--- src/rtl/led_sched_pkg.sv ---
// ============================================================================
// led_sched_pkg : shared state encoding, LED pattern table, default timing
// Rev 1.0 : initial release
// ============================================================================
`default_nettype none

package led_sched_pkg;

  typedef enum logic [1:0] {
    ST_IDLE  = 2'd0,
    ST_RUN   = 2'd1,
    ST_PAUSE = 2'd2
  } state_e;

  localparam int unsigned T_FAST_DEF  = 50_000_000;
  localparam int unsigned T_SLOW_DEF  = 500_000_000;
  localparam int unsigned CTR_W_DEF   = 32;
  localparam int unsigned N_STEPS_DEF = 6;

  // Element 0 is rightmost; unused slots 6..7 drive all LEDs off.
  localparam logic [7:0][3:0] LED_TABLE = {4'hF, 4'hF, 4'hA, 4'h5, 4'hF, 4'h3, 4'h0, 4'hC};

endpackage

`default_nettype wire

--- src/rtl/led_dwell_timer.sv ---
// ============================================================================
// led_dwell_timer : dwell counter with mode-selected terminal count
// Rev 1.0 : initial release
// ============================================================================
`default_nettype none

module led_dwell_timer
  import led_sched_pkg::*;
#(
  parameter int unsigned T_FAST = T_FAST_DEF,
  parameter int unsigned T_SLOW = T_SLOW_DEF,
  parameter int unsigned CTR_W  = CTR_W_DEF
) (
  input  logic clk,
  input  logic rst,
  input  logic en,
  input  logic clr,
  input  logic mode,
  output logic tc
);

  localparam logic [CTR_W-1:0] LAST_FAST = CTR_W'(T_FAST - 1);
  localparam logic [CTR_W-1:0] LAST_SLOW = CTR_W'(T_SLOW - 1);

  logic [CTR_W-1:0] ctr_q;
  logic [CTR_W-1:0] ctr_d;
  logic [CTR_W-1:0] last_cnt;

  always_comb begin
    last_cnt = mode ? LAST_SLOW : LAST_FAST;
    tc       = (ctr_q == last_cnt);
  end

  // Clear beats enable so a mode toggle or manual step always restarts the dwell.
  always_comb begin
    ctr_d = ctr_q;
    if (clr) begin
      ctr_d = '0;
    end else if (en) begin
      ctr_d = tc ? '0 : ctr_q + CTR_W'(1);
    end
  end

  always_ff @(posedge clk or negedge rst) begin
    if (!rst) begin
      ctr_q <= '0;
    end else begin
      ctr_q <= ctr_d;
    end
  end

endmodule

`default_nettype wire

--- src/rtl/led_scene_scheduler.sv ---
// ============================================================================
// led_scene_scheduler : steps the LED bank through a pattern table with
//                       run/pause, single-step and fast/slow dwell control
// Rev 1.0 : initial release
// ============================================================================
`default_nettype none

module led_scene_scheduler
  import led_sched_pkg::*;
#(
  parameter int unsigned T_FAST  = T_FAST_DEF,
  parameter int unsigned T_SLOW  = T_SLOW_DEF,
  parameter int unsigned N_STEPS = N_STEPS_DEF,
  parameter int unsigned CTR_W   = CTR_W_DEF
) (
  input  logic       clk,
  input  logic       rst,
  input  logic       key_run,
  input  logic       key_step,
  input  logic       key_mode,
  output logic [3:0] led,
  output logic       running,
  output logic [2:0] step_idx,
  output logic       mode
);

  localparam logic [2:0] LAST_STEP = 3'(N_STEPS - 1);

  state_e     state_q, state_d;
  logic [2:0] step_idx_q, step_idx_d;
  logic       mode_q, mode_d;
  logic       tmr_en, tmr_clr, tmr_tc;
  logic       advance;

  led_dwell_timer #(
    .T_FAST (T_FAST),
    .T_SLOW (T_SLOW),
    .CTR_W  (CTR_W)
  ) u_dwell_timer (
    .clk  (clk),
    .rst  (rst),
    .en   (tmr_en),
    .clr  (tmr_clr),
    .mode (mode_q),
    .tc   (tmr_tc)
  );

  always_ff @(posedge clk or negedge rst) begin
    if (!rst) begin
      state_q    <= ST_IDLE;
      step_idx_q <= 3'd0;
      mode_q     <= 1'b0;
    end else begin
      state_q    <= state_d;
      step_idx_q <= step_idx_d;
      mode_q     <= mode_d;
    end
  end

  // Key priority mode > run > step; a losing key or a dropped tc has no effect.
  always_comb begin
    state_d    = state_q;
    mode_d     = mode_q;
    tmr_en     = 1'b0;
    tmr_clr    = 1'b0;
    advance    = 1'b0;
    step_idx_d = step_idx_q;
    if (key_mode) begin
      mode_d  = ~mode_q;
      tmr_clr = 1'b1;
    end else begin
      case (state_q)
        ST_IDLE: begin
          tmr_clr = 1'b1;
          if (key_run) begin
            state_d    = ST_RUN;
            step_idx_d = 3'd0;
          end
        end
        ST_RUN: begin
          if (key_run) begin
            state_d = ST_PAUSE;
          end else if (key_step) begin
            advance = 1'b1;
            tmr_clr = 1'b1;
          end else begin
            tmr_en  = 1'b1;
            advance = tmr_tc;
          end
        end
        ST_PAUSE: begin
          if (key_run) begin
            state_d = ST_RUN;
          end else if (key_step) begin
            advance = 1'b1;
            tmr_clr = 1'b1;
          end
        end
        default: begin
          state_d = ST_IDLE;
          tmr_clr = 1'b1;
        end
      endcase
    end
    if (advance) begin
      step_idx_d = (step_idx_q == LAST_STEP) ? 3'd0 : step_idx_q + 3'd1;
    end
  end

  always_comb begin
    running  = (state_q == ST_RUN);
    led      = (state_q == ST_IDLE) ? 4'hF : LED_TABLE[step_idx_q];
    step_idx = step_idx_q;
    mode     = mode_q;
  end

endmodule

`default_nettype wire
--- config.mk ---
export PLATFORM = sky130hd
export DESIGN_NAME = led_scene_scheduler
export DESIGN_NICKNAME = d
export VERILOG_FILES = /design/src/rtl/led_sched_pkg.sv /design/src/rtl/led_dwell_timer.sv /design/src/rtl/led_scene_scheduler.sv
export SDC_FILE = /design/constraint.sdc
export NUM_CORES = 1
export LEC_CHECK = 0
export BUFFER_PORTS_ARGS = -buffer_cell sky130_fd_sc_hd__buf_2
export CAP_MARGIN = 5
export CORE_ASPECT_RATIO = 1.2
export CORE_UTILIZATION = 65
export CTS_BUF_LIST = sky130_fd_sc_hd__clkbuf_4 sky130_fd_sc_hd__clkbuf_8 sky130_fd_sc_hd__clkbuf_16
export CTS_CLUSTER_DIAMETER = 40
export DETAILED_ROUTE_END_ITERATION = 10
export PLACE_DENSITY = 0.84
export SLEW_MARGIN = 30
export SYNTH_ARGS = -nofsm -noshare
export SYNTH_HDL_FRONTEND = slang
export SYNTH_SLANG_ARGS = --single-unit
--- constraint.sdc ---
create_clock -name clk -period 5.15 [get_ports clk]
set_input_delay 1.03 -clock clk [delete_from_list [all_inputs] [get_ports clk]]
set_output_delay 1.03 -clock clk [all_outputs]
set_load 0.005 [all_outputs]
# After elaboration in Yosys (flattened, before gate mapping)
# Memory sizes are Yosys's and may differ from the RTL's.
# Index checks and enable logic that the tools add are counted.
[word_totals]
reg_bits = 38
rom_bits = 32
output_inout_bits = 9
word_cells = 51
memories = 1
[mem_list]
columns = ["memory", "depth", "width", "rd", "rd_ports_with_merged_regs", "wr", "line", "text"]
rows = [
  ["(no name shown)", 8, 4, 1, 0, 0, "led_scene_scheduler.sv:112", "led = (state_q == ST_IDLE) ? 4'hF : LED_TABLE[step_idx_q];"],
]
[op_classes]
add_sub_neg = 2
order_cmp = 1
n_eq_ne = 7
mux = 26
bitwise_logic = 2
reduce_logical = 8
[op_table]
columns = ["operator", "count"]
rows = [
  ["$mux W32", 3],
  ["$add A32 B1 Y32 const B", 1],
  ["$eq A32 B32 Y1", 1],
  ["$mux W29", 1],
  ["$mux W3", 5],
  ["$mux W1", 11],
  ["$mux W4", 2],
  ["$reduce_and A3 Y1", 2],
  ["$reduce_bool A2 Y1", 3],
  ["$lt A3 B4 Y1 const B", 1],
  ["$mux W2", 2],
  ["$ne A2 B1 Y1 const B", 2],
  ["$pmux W2 S2", 1],
  ["$reduce_or A2 Y1", 2],
  ["$add A3 B1 Y3 const B", 1],
  ["$eq A3 B3 Y1 const B", 1],
  ["$eq A2 B1 Y1 const B", 1],
  ["$eq A2 B2 Y1 const B", 1],
  ["$logic_not A2 Y1", 1],
  ["$ne A2 B2 Y1 const B", 1],
  ["$not A1 Y1", 2],
  ["$pmux W1 S2", 1],
]

# Depth between registers and ports, before layout
# Gate-level depths: netlist of the first run.
[depth]
ltp_word = 8
mapped_depth = 8
mapped_depth_nobuf = 7

# Hierarchy
# From an unflattened synthesis of the first run, not the netlist that was laid out.
[unflattened]
cells_unflattened = 242
hier_area_um2 = 2342.2
[modules_own_cells]
columns = ["mod", "n_inst", "cells_each", "area_each_um2", "seq_area_each_um2"]
rows = [
  ["led_dwell_timer", 1, 186, 1793.0, 800.8],
  ["led_scene_scheduler", 1, 56, 549.3, 150.1],
]

# Worst setup path before layout of the first run
# No wires, ideal clock.
[synth_timing]
path_kind = "input -> register"
start = "input key_run"
end = "register u_dwell_timer.ctr_q[22]"
t_arrival_ns = 2.442
t_required_ns = 5.072
path_slack_ns = 2.630
cell_stages = 5
path_buffers = 0
path_cell_list = "o21bai_1 > a211oi_4 > nand3_1 > or4_1 > a21oi_1"
[synth_via]
elab_chain_len = 4
[synth_lines]
columns = ["element", "line", "text"]
rows = [
  ["from (decl)", "led_scene_scheduler.sv:18", "input logic key_run,"],
  ["$mux W1, on equally long branches", "led_scene_scheduler.sv:92, led_scene_scheduler.sv:81", ""],
  ["$mux W1, on equally long branches", "-", ""],
  ["$mux W1", "led_scene_scheduler.sv:68", "if (key_mode) begin"],
  ["$mux W32 or $reduce_bool A2 Y1 (tied branches)", "-", ""],
  ["to (signal assigned)", "led_dwell_timer.sv:48", "ctr_q <= ctr_d;"],
  ["to (decl)", "led_dwell_timer.sv:25", "logic [CTR_W-1:0] ctr_q;"],
]
# Parallel ways exist; a longest one is shown, timed or not.
# A chain may end at the register's enable or synchronous reset.

# Worst setup path after layout of the first run
# Same ends and word-level chain as after synthesis.

==> impl_metrics.py, run 1 <==
metrics = {
    "outcome": {
        "status": "complete, but fails checks",
        "violations": "design-rule violations",
    },
    "finish": {
        "design_area_um2": 2580,
        "final_cell_mix": "38 x dfrtp_1, 32 x nand2_1, 22 x nor2_1",
        "nNetsFinal": 293,
        "stdcell_count": 317,
        "final_common_cell": "dfrtp_1",
        "fill_cells": 243,
        "syn_to_final_growth_pct": 7.56,
        "final_layout_size_suffix_gt1_share_pct": 11.4,
        "diodes": 0,
    },
    "global_routing": {
        "antenna_found_initial": 0,
        "grtUsageTotal_pct": 29.3,
        "grt_pass1_wl_mm": 8.77,
        "grt_pass1_vias": 1930,
        "grt_max_degree": 39,
        "overflow": 0,
    },
    "clock_tree": {
        "htreeDepth": 2,
        "clk_latency_ns": 0.29,
        "postCtsSetupBuffers": 0,
        "holdBufCountCts": 0,
        "root_buffer": "clkbuf_8",
        "cts_resized": 0,
        "clk_pin_slew_ns": 0.07,
        "numCtsBuffers": 5,
        "clock_path_buffers": 2,
        "clock_sinks": 38,
        "tritoncts": "built",
    },
    "sta": {
        "skew_ns": 0.00679,
        "whs_ns": 0.548,
        "min_period_ns": 2.60,
        "setup_tns_ns": 0,
        "slew_viol_final": 0,
        "finalHoldViolCount": 0,
        "fin_crit_sh_pct": 50.6,
        "rsz0062_at_grt": "false",
        "worstMarginPinSlew_ns": 0.862,
        "max_freq_ghz": 0.384,
        "slew_headroom_pct": 42.0,
        "setup_viol": 0,
    },
    "setup_path": {
        "max_stage_delay_ns": 0.55,
        "cp.arrival_ns": 2.81,
        "regToRegSetupSlack_ns": 2.63,
        "crit_slowest_cell": "or4_1",
        "r2r-start": "u_dwell_timer.ctr_q[7]$_DFFE_PN0P_",
        "critPathLaunchType": "input pin",
        "crit_type": "in2reg",
        "cpLargestDelayFamily": "simple AND/OR/NAND/NOR gates",
        "path_cells": "buf_2, o21bai_1, a211oi_4, nand3_1, or4_1, a21oi_1",
        "critPathMaxFanout": 7,
        "ff2ff_path_depth": 5,
        "cp.required_ns": 5.36,
        "critPathCaptureType": "flop",
        "timing.rr.end": "u_dwell_timer.ctr_q[22]$_DFFE_PN0P_",
        "crit_buf_inv": 1,
    },
    "placement": {
        "place_hpwl_mm": 3.64,
        "post_dp_cell_area_um2": 2490,
        "io_buffers": 13,
        "gp_congestion": 0.847,
        "dp_cells": 309,
    },
    "synth": {
        "synth_cell_type_count": 46,
        "yosysWarningCount": 0,
        "netlist_instances": 265,
        "synth_edf_count": 0,
        "synth_ff_type": "dfrtp_1",
        "synthesis.nets": 279,
        "yosysSeqAreaShare_pct": 39.6,
        "syn_area_per_cell_um2": 9.06,
        "synth-seq-cells": 38,
        "syn_area_um2": 2400,
        "synth_async_sr_flop_share_pct": 100,
    },
    "flow_run": {
        "drv_cap": 0,
    },
    "drt": {
        "ant_nets": 0,
        "drcViolationCount": 1,
        "dr.pass1.iters": 8,
        "wl_per_cell_um": 16.5,
        "vias": 2037,
        "vias_per_cell": 6.43,
        "wl_mm": 5.23,
        "drtIter0Drc": 108,
    },
    "floorplanning": {
        "die-area_um2": 3940,
        "start_util_pct": 70.1,
        "num_io_pins": 14,
        "fp.dieH_um": 68.6,
        "die_width_um": 57.5,
        "row_count": 23,
        "core_um2": 3420,
    },
    "hold_path": {
        "hold-path-endpoint": "state_q[1]$_DFFE_PN0P_",
        "hold_start": "state_q[1]$_DFFE_PN0P_",
        "hold_class": "reg2reg",
        "whs_path_depth": 1,
    },
    "power": {
        "powerDensity_nw_per_um2": 350,
        "total_leakage_power_nw": 1.03,
        "ir_worst_vdd_uv": 275,
        "power_w": 0.000903,
    },
}
synthesized netlist by cell type (3+ instances only):
cell / number / area share, %
dfrtp_1: 38 / 40
xor2_1: 10 / 3.6
o211ai_1: 4 / 1.3
ha_1: 9 / 4.7
a21oi_1: 13 / 2.7
o22ai_1: 6 / 1.6
nand2b_1: 3 / 0.78
nand3b_1: 4 / 1.3
o21ai_0: 9 / 1.9
nand2_1: 32 / 5.0
xnor2_1: 3 / 1.1
nand3_1: 14 / 2.9
mux2i_1: 4 / 1.7
clkbuf_1: 4 / 0.63
nand4_1: 17 / 4.4
a31oi_1: 7 / 1.8
and3_1: 9 / 2.3
nor2_1: 22 / 3.4
inv_1: 14 / 2.2
or3_1: 7 / 1.8
power by group:
part / internal (W) / switching (W) / total [W] / leakage (nW)
sequential: 0.000322 / 0.0000347 / 0.000356 / 0.523
clock: 0.000113 / 0.000104 / 0.000218 / 0.0517
combinational: 0.000126 / 0.000203 / 0.000329 / 0.457
total: 0.000561 / 0.000342 / 0.000903 / 1.03
worst max path at each step:
stage	startpoint	depth (start not counted)	slack, ns	to
after floorplan	key_run	5	2.63	u_dwell_timer.ctr_q[22]$_DFFE_PN0P_
after global placement	key_run	6	2.38	u_dwell_timer.ctr_q[22]$_DFFE_PN0P_
after detailed placement	key_run	6	2.27	u_dwell_timer.ctr_q[22]$_DFFE_PN0P_
after CTS	key_run	6	2.55	u_dwell_timer.ctr_q[22]$_DFFE_PN0P_
after global routing	u_dwell_timer.ctr_q[7]$_DFFE_PN0P_	5	2.42	u_dwell_timer.ctr_q[22]$_DFFE_PN0P_
final	key_run	6	2.55	u_dwell_timer.ctr_q[22]$_DFFE_PN0P_
registers in the layout (all words and copies together) (netlist names):
register,flops
u_dwell_timer.ctr_q,32
step_idx,3
state_q,2
mode,1
routing by layer:
layer | vias up | share of wire (%) | GRT usage [%]
li1 | 996 | - | -
met1 | 952 | 43 | 37.1
met2 | 79 | 50 | 49.4
met3 | 10 | 5.4 | 5.41
met4 | 0 | 1.8 | 12.5
met5 | - | 0 | 0
final cells by class:
type,count,area [um2],area share (%)
Timing Repair Buffer,14,72.6,2.81
Tap cell,37,46.3,1.79
Clock inverter,1,5.00,0.194
Multi-Input combinational cell,206,1360,52.8
Clock buffer,7,90.1,3.49
Inverter,14,52.6,2.04
Sequential cell,38,951,36.8
logic make-up (layout without fill, tap and decap cells):
family | after synthesis | count (layout) | share of synthesized area [%]
and+or+nand+nor | 125 | 125 | 28.1
AOI/OAI and AO/OA | 54 | 54 | 17.0
DFF | 38 | 38 | 39.6
buffers and inverters | 21 | 36 | 3.55
xor gates and xnor gates | 13 | 13 | 4.74
adders and majority gates | 9 | 9 | 4.69
muxes | 5 | 5 | 2.29
metrics by stage:
| stage | setup slack, ns | util (%) |
|---|---|---|
| floorplan | 2.63 | - |
| global placement | 2.38 | 72.6 |
| detailed placement | 2.27 | 72.6 |
| CTS | 2.55 | 75.4 |
| global route | 2.42 | 75.4 |
| finish | 2.55 | 75.4 |
Note: power is estimated with default switching activity, not from simulation.
==> run 2, diff against run 1 <==
- CORE_UTILIZATION: 65 -> 55
- PLACE_DENSITY: 0.84 -> 0.76
- clock period: 5.15 -> 2.3 ns (I/O delays scaled with it)
==> impl_metrics.py, run 2 (synthesis gave the netlist of run 1 again) <==
metrics = {
    "power": {
        "ir_worst_vdd_uv": 721,
        "powerDensity_nw_per_um2": 835,
        "total_leakage_power_nw": 1.14,
    },
    "global_routing": {
        "grt_pass1_wl_mm": 9.62,
        "grt_max_degree": 39,
        "top_usage_layer": "met2",
        "overflow": 0,
        "grtUsageTotal_pct": 26.5,
        "grt_pass1_vias": 2097,
        "grtUsageMet1_pct": 32.3,
        "gr-usage-met3_pct": 3.83,
        "grt.met2_usage_pct": 47.4,
        "antenna_found_initial": 0,
    },
    "setup_path": {
        "critPathCaptureType": "flop",
        "ff2ff_path_depth": 5,
        "regToRegSetupSlack_ns": 0.13,
        "critPathMaxFanout": 8,
        "cp.required_ns": 2.49,
        "timing.rr.end": "step_idx[0]$_DFFE_PN0P_",
        "cp.arrival_ns": 2.35,
        "r2r-start": "mode$_DFFE_PN0P_",
        "crit_type": "reg2reg",
        "critPathLaunchType": "flop",
    },
    "floorplanning": {
        "die_width_um": 62.3,
        "row_count": 25,
        "die-area_um2": 4630,
        "core_um2": 4070,
        "start_util_pct": 59.0,
        "fp.dieH_um": 74.4,
        "num_io_pins": 14,
    },
    "finish": {
        "regArea_um2": 951,
        "multiInputGateArea_um2": 1370,
        "diodes": 0,
        "nNetsFinal": 310,
        "final_layout_size_suffix_gt1_share_pct": 17.2,
        "final_cell_mix": "38 x dfrtp_1, 32 x nand2_1, 22 x nor2_1",
        "fill_cells": 353,
        "syn_to_final_growth_pct": 17.0,
        "top_register": "u_dwell_timer.ctr_q",
        "final_common_cell": "dfrtp_1",
        "largest_reg_flops": 32,
        "final_core_util_pct": 69.0,
    },
    "drt": {
        "drcViolationCount": 0,
        "wl_per_cell_um": 16.0,
        "drtIter0Drc": 151,
        "dr.pass1.iters": 4,
        "vias": 2180,
        "vias_per_cell": 6.21,
        "ant_nets": 0,
        "wl_mm": 5.61,
    },
    "clock_tree": {
        "clk_pin_slew_ns": 0.08,
        "clock_path_buffers": 2,
        "clock_sinks": 38,
        "tritoncts": "built",
        "holdBufCountCts": 0,
        "clk_latency_ns": 0.31,
        "numCtsBuffers": 5,
        "htreeDepth": 2,
        "root_buffer": "clkbuf_8",
    },
    "sta": {
        "slew_headroom_pct": 62.6,
        "fin_crit_sh_pct": 94.2,
        "finalHoldViolCount": 0,
        "rsz0062_at_grt": "false",
        "setup_tns_ns": 0,
        "max_freq_ghz": 0.462,
        "worstMarginPinSlew_ns": 0.560,
        "skew_ns": 0.0133,
        "setup_viol": 0,
        "min_period_ns": 2.17,
        "slew_viol_final": 0,
    },
    "outcome": {
        "status": "complete, no violations",
    },
    "hold_path": {
        "hold_class": "in2async",
    },
    "placement": {
        "io_buffers": 13,
        "place_hpwl_mm": 3.98,
        "gp_congestion": 0.804,
    },
    "flow_run": {
        "drv_cap": 0,
    },
}
==> run 2: cell count changes in the layout (fill, tap and decap cells not counted), sizes merged <==
| cell | previous run | this run |
|---|---|---|
| clkbuf | 7 | 5 |
| buf | 14 | 31 |
| bufinv | 0 | 2 |
==> run 2: where the power goes <==
| part | leakage, nW | internal, W | switching, W |
|---|---|---|---|
| Sequential | 0.523 | 0.000720 | 0.0000655 |
| Combinational | 0.553 | 0.000366 | 0.000496 |
| Clock | 0.0683 | 0.000435 | 0.000262 |
==> run 2: per-stage QoR <==
| stage | cell area [um2] | total power (W) | worst slack (ns) | cells | hold slack, ns |
|---|---|---|---|---|---|
| finish | 2810 | 0.00234 | 0.134 | 351 | 0.0467 |
| detailed placement | 2640 | 0.00165 | 0.107 | 342 | 0.531 |
| global placement | 2640 | 0.00163 | 0.162 | 342 | 0.511 |
| floorplan | 2400 | 0.00132 | 0.176 | 265 | 0.164 |
| global route | 2810 | 0.00248 | 0.00346 | 351 | 0.0629 |
| CTS | 2780 | 0.00234 | 0.0793 | 350 | 0.299 |
==> run 2: final cells by class <==
type,instances,share of cell area [%]
Tap cell,54,2.41
Clock buffer,5,2.45
Timing Repair Buffer,31,8.02
Multi-Input combinational cell,206,48.9
Inverter,14,1.87
Clock inverter,3,2.45
Sequential cell,38,33.9
==> run 2: repair_timing <==
| item | in CTS | in global routing |
|---|---|---|
| setup endpoints to repair | 0 | 4 |
| gates resized for setup | 0 | 2 |
| setup buffers | 0 | 0 |
==> run 2: how the worst max path moves through the flow <==
stage / to / from / slack, ns
floorplan: step_idx[0]$_DFFE_PN0P_ / mode$_DFFE_PN0P_ / 0.18
detailed placement: step_idx[0]$_DFFE_PN0P_ / mode$_DFFE_PN0P_ / 0.11
global route: u_dwell_timer.ctr_q[2]$_DFFE_PN0P_ / state_q[0]$_DFFE_PN0P_ / 0.003
global placement: step_idx[0]$_DFFE_PN0P_ / u_dwell_timer.ctr_q[18]$_DFFE_PN0P_ / 0.16
finish: step_idx[0]$_DFFE_PN0P_ / mode$_DFFE_PN0P_ / 0.13
CTS: step_idx[0]$_DFFE_PN0P_ / mode$_DFFE_PN0P_ / 0.08
==> run 2: worst max-delay path, cell delays in order (launching register included) <==
cell and delay, ns:
dfrtp_1 0.43, or4b_4 0.56, a211oi_4 0.24, o2111ai_4 0.23, o21a_4 0.30, mux2_4 0.29
==> run 2: metal layers <==
metal | vias up | wire length, um | part of all wire (%)
li1 | 1032 | - | -
met1 | 1069 | 2450 | 44
met2 | 68 | 2830 | 50
met3 | 11 | 234 | 4.2
met4 | 0 | 99 | 1.8
met5 | - | 0 | 0
